File: src/rtl/prog_func_lut.sv
// prog_func_lut: programmable N_IN-input, single-output boolean function unit.
//
// The truth table (TBL = 2^N_IN bits) is streamed in over a valid/ready
// config port. Beats land in a shadow buffer. The whole table is then
// committed to the active table on the edge that accepts the last beat.
// Evaluation is a registered lookup into the active table with latency 1.
// It keeps running while a new table is being loaded.
//
// Ports:
//   clk         system clock, rising edge
//   rst_n       asynchronous active-low reset
//   cfg_start   pulse: begin a new table load, discarding any partial shadow
//   cfg_valid   config beat valid
//   cfg_ready   config beat can be accepted (high only while loading)
//   cfg_data    table beat, LSB-first; beat 0 = table bits [LOAD_W-1:0]
//   tbl_loaded  an active table has been committed since reset
//   tbl_gen     commit counter, wraps 15 -> 0
//   in_valid    evaluate request
//   in_data     function input vector (index into the table)
//   out_valid   result valid
//   out_r       function result
//   out_err     result produced with no table loaded
module prog_func_lut #(
    parameter int N_IN   = 5,
    parameter int LOAD_W = 8
) (
    input  logic              clk,
    input  logic              rst_n,
    input  logic              cfg_start,
    input  logic              cfg_valid,
    output logic              cfg_ready,
    input  logic [LOAD_W-1:0] cfg_data,
    output logic              tbl_loaded,
    output logic [3:0]        tbl_gen,
    input  logic              in_valid,
    input  logic [N_IN-1:0]   in_data,
    output logic              out_valid,
    output logic              out_r,
    output logic              out_err
);

    localparam int TBL   = 1 << N_IN;
    localparam int BEATS = TBL / LOAD_W;
    localparam int CNT_W = (BEATS > 1) ? $clog2(BEATS) : 1;

    localparam logic [1:0] ST_EMPTY = 2'd0;
    localparam logic [1:0] ST_LOAD  = 2'd1;
    localparam logic [1:0] ST_ARMED = 2'd2;

    logic [1:0]       state;
    logic [CNT_W-1:0] beat_cnt;
    logic [TBL-1:0]   shadow;
    logic [TBL-1:0]   active;
    logic [TBL-1:0]   shadow_merged;
    logic             beat_acc;
    logic             last_beat;

    // cfg_start takes priority over a beat offered in the same cycle.
    // The merged view lets the final beat go straight into the active
    // table on the commit edge, without waiting a cycle for the shadow.
    always_comb begin
        beat_acc      = (state == ST_LOAD) && cfg_ready && cfg_valid && !cfg_start;
        last_beat     = (beat_cnt == CNT_W'(BEATS - 1));
        shadow_merged = shadow;
        shadow_merged[int'(beat_cnt) * LOAD_W +: LOAD_W] = cfg_data;
    end

    // Config path: load sequencing, shadow capture and atomic commit.
    always_ff @(posedge clk or negedge rst_n) begin
        if (!rst_n) begin
            state      <= ST_EMPTY;
            cfg_ready  <= 1'b0;
            beat_cnt   <= '0;
            shadow     <= '0;
            active     <= '0;
            tbl_loaded <= 1'b0;
            tbl_gen    <= '0;
        end else if (cfg_start) begin
            state     <= ST_LOAD;
            cfg_ready <= 1'b1;
            beat_cnt  <= '0;
            shadow    <= '0;
        end else if (beat_acc) begin
            shadow <= shadow_merged;
            if (last_beat) begin
                active     <= shadow_merged;
                tbl_gen    <= tbl_gen + 4'd1;
                tbl_loaded <= 1'b1;
                state      <= ST_ARMED;
                cfg_ready  <= 1'b0;
                beat_cnt   <= '0;
            end else begin
                beat_cnt <= beat_cnt + CNT_W'(1);
            end
        end
    end

    // Eval path. It reads the pre-edge active table, so an eval sampled on
    // a commit edge still sees the old function.
    always_ff @(posedge clk or negedge rst_n) begin
        if (!rst_n) begin
            out_valid <= 1'b0;
            out_r     <= 1'b0;
            out_err   <= 1'b0;
        end else begin
            out_valid <= in_valid;
            out_r     <= in_valid && active[in_data];
            out_err   <= in_valid && !tbl_loaded;
        end
    end

endmodule
File: config.mk
export PLATFORM = sky130hd
export DESIGN_NAME = prog_func_lut
export DESIGN_NICKNAME = d
export VERILOG_FILES = /design/src/rtl/prog_func_lut.sv
export SDC_FILE = /design/constraint.sdc
export NUM_CORES = 1
export LEC_CHECK = 0
export BUFFER_PORTS_ARGS = -buffer_cell sky130_fd_sc_hd__buf_2
export CELL_PAD_IN_SITES_DETAIL_PLACEMENT = 0
export CELL_PAD_IN_SITES_GLOBAL_PLACEMENT = 1
export CORE_AREA = 2 2 97 99
export DETAILED_ROUTE_END_ITERATION = 10
export DIE_AREA = 0 0 99 101
export PLACE_DENSITY_LB_ADDON = 0.08
export SYNTH_ARGS = -nofsm -noshare
export SYNTH_HDL_FRONTEND = slang
export SYNTH_SLANG_ARGS = --single-unit
File: constraint.sdc
create_clock -name clk -period 4.4 [get_ports clk]
set_input_delay 0.66 -clock clk [delete_from_list [all_inputs] [get_ports clk]]
set_output_delay 0.66 -clock clk [all_outputs]
set_load 0.01 [all_outputs]
==> results by group <==
Timing
  – Slew HR: 0.325
  – Sum of negative setup slack: 0 ps
  – Slew Viols, Final: 0
  – Count of final hold-check violations: 0
  – RSZ-0062 raised after global routing: false
  – Fin crit period: 2420 ps
  – Worst Tran Pin Value: ~1000 ps
  – Skew final: ~11 ps
  – Setup Viol. Count Final: 0
  – Worst Hold Margin: 457 ps
  – Final period utilization: 0.550
  – Fmax: 414 MHz

Global routing
  – First-pass GRT wire length: 14000 µm
  – Tot GR Track Use: 0.182
  – GRT overflow: 0
  – Largest net degree at the start of global routing: 77
  – Vias in the first global route: ~2.4k
  – Initial antenna violation count: 0

Layout
  – Layout cells sized above 1: 0.179
  – Final Util: 0.427
  – Final std cells w/o fill: about 440
  – Diode count: 0
  – Nets@finish: between 300 and 400
  – Area growth from synthesis to layout: 10.1%

Run status
  – Outcome: finished, final reports clean

Setup path
  – Crit end category: flip-flop
  – Critical Path AT: between 2000 and 3000 ps
  – Setup crit start kind: flip-flop
  – Worst Path Required: around 4700 ps
  – WS Path Type: reg -> reg
  – Worst Path Max Fanout: 9

Clock tree
  – Post-CTS sizing: 0
  – Clock transition at path regs: 80 ps
  – TritonCTS clock tree: built
  – Setup bufs post-CTS: 0
  – Root Driver: clkbuf_8
  – CTS Hold Bufs: 0
  – Clock Tree Buf Depth: 2
  – Inserted Clock Buffers: 9
  – H-tree Lvls: 3
  – Clock Sinks: 76
  – Clock Latency Late Sink: approximately 340 ps

Power
  – Leakage Power: 1.80 nW
  – Power per Cell Area: between 400 and 500 mW/mm²
  – Peak VDD IR: between 0.0001 and 0.00015 V

Synthesis
  – Synthesized area per cell: roughly 11 µm²
  – Post-Syn Nets: about 330
  – Top cells by area, synth: dfrtp_1 55%, a221oi_1 7.5%, a22o_1 7.5%
  – Post-synthesis sequential area ratio: 0.546
  – Post-synth top area share: 0.546
  – Synth area leader: dfrtp_1
  – Cell variety after synth: 38
  – YS warnings: 0
  – Post-Syn Instances: 308
  – Mapped Area: roughly 0.0035 mm²
  – Seq cells post-synth: 76

Drt
  – Drt via density: approximately 5.6
  – Drt wl/cell: 19.3 µm
  – Total Wirelength: around 8400 µm
  – Routed vias: about 2.4k
  – Detailed Route Iter0 Violations: 115
  – Drt pass-1 iters: 4
  – DRC viols: 0
  – Post-route ant nets: 0

Place
  – DP HPWL: between 5000 and 6000 µm
  – I/O Buffers: 26
  – Final weighted congestion in routability-driven placement: 0.777
  – Dpl cells: between 400 and 500

Floorplanning
  – I/O pin count: 27
  – DIE WIDTH: 99 µm
  – Rows: 35
  – Die H: 101 µm
  – Total core area: roughly 0.009 mm²
  – Initial Util: 0.388
  – Die ar.: about 0.01 mm²

Job
  – Max cap viols: 0

Hold path
  – HP Class: reg -> reg
sequential cells by signal (all words and copies together), names as in the netlist:
| name | cells |
|---|---|
| active | 32 |
| beat_cnt | 2 |
| out_err | 1 |
| out_r | 1 |
| out_valid | 1 |
| shadow | 32 |
| state | 2 |
| tbl_gen | 4 |
| tbl_loaded | 1 |
cells in the final DEF (no fill, tap or decap), types with 2 or more instances in the layout:
master       n
buf_2       25
inv_1        7
a31oi_1      2
o21ai_0      3
mux4_2       7
nand4_1      2
nand2_1     10
clkbuf_8    12
a221oi_1    30
xnor2_1      4
a22o_1      30
and3_1       3
mux2_2       3
a21oi_1      5
nor2_1      69
clkinvlp_4   2
dfrtp_1     76
nor2b_1      3
and2_1       3
nand2b_1     2
and2_0       2
mux2i_1      2
ha_1         7
buf_4        2
power by group:
part	leakage [nW]	internal [mW]	switching (mW)	total, mW
Sequential	1.02	0.811	0.0658	0.876
Clock	0.101	0.306	0.262	0.568
Combinational	0.683	0.139	0.158	0.297
Total	1.80	1.26	0.486	1.74
per-layer routing:
layer	routed length [µm]	vias up	track usage	part of all wire
met4	92	0	0.0506	0.011
met3	375	8	0.0333	0.045
li1	-	1142	-	-
met5	0	-	0	0
met1	4350	1208	0.287	0.52
met2	3590	62	0.253	0.43
cells by family (layout without fill, tap and decap cells):
kind of cell	Yosys count	count (layout)	synth area share
compound gates	75	75	0.179
xor+xnor	4	4	0.0100
fa+ha+maj	7	7	0.0251
buf+inv	34	50	0.0485
flops	76	76	0.546
mux	12	12	0.0607
simple gates	100	100	0.131
synthesized netlist by cell type, drive strengths merged:
cell type and instances:
a211oi 1, a21oi 5, a221oi 30, a22o 30, a311oi 1, a31oi 2, and2 5, and3 3
and3b 1, and4bb 1, buf 21, clkbuf 5, dfrtp 76, ha 7, inv 8, mux2 3
mux2i 2, mux4 7, nand2 11, nand2b 2, nand3 1, nand4 2, nor2 69, nor2b 3
nor4b 1, nor4bb 1, o21ai 3, o221a 1, o22ai 1, o31ai 1, xnor2 4
metrics by stage:
step                instance area (µm²)  total power [mW]  setup WS (ps)
finish                             3840              1.74           1980
global route                       3840              1.84           1810
CTS                                3840              1.76           2000
detailed placement                 3630              1.19           1830
global placement                   3630              1.19           1890
floorplan                          3490              1.09           2310
cell type report:
| cell class | count | area (µm²) |
|---|---|---|
| sequential | 76 | 1900 |
| timing repair buffer | 27 | 140 |
| inverter | 8 | 30.0 |
| clock buffer | 12 | 165 |
| clock inverter | 3 | 45.0 |
| multi-input combinational | 198 | 1420 |
| fill | 861 | 5140 |
| tap | 111 | 139 |
critical path, stage by stage, from the launching register on:
cell	delay, ps
dfrtp_1	550
inv_1	170
ha_1	440
nor2b_1	230
and3_1	360
and2_0	400
a22o_1	210
worst paths after layout:
check | from | end | slack [ps] | cells after the start
max | beat_cnt[0] | shadow[11] | 1980 | 6
min | tbl_loaded | out_err | 460 | 1
max reg2reg | beat_cnt[0] | shadow[11] | 1980 | 6
min reg2reg | tbl_loaded | out_err | 460 | 1
max in group asynchronous | rst_n | shadow[26] | 3260 | 1
min in group asynchronous | rst_n | tbl_gen[2] | 470 | 1
Power figures use the tool's default switching activity.
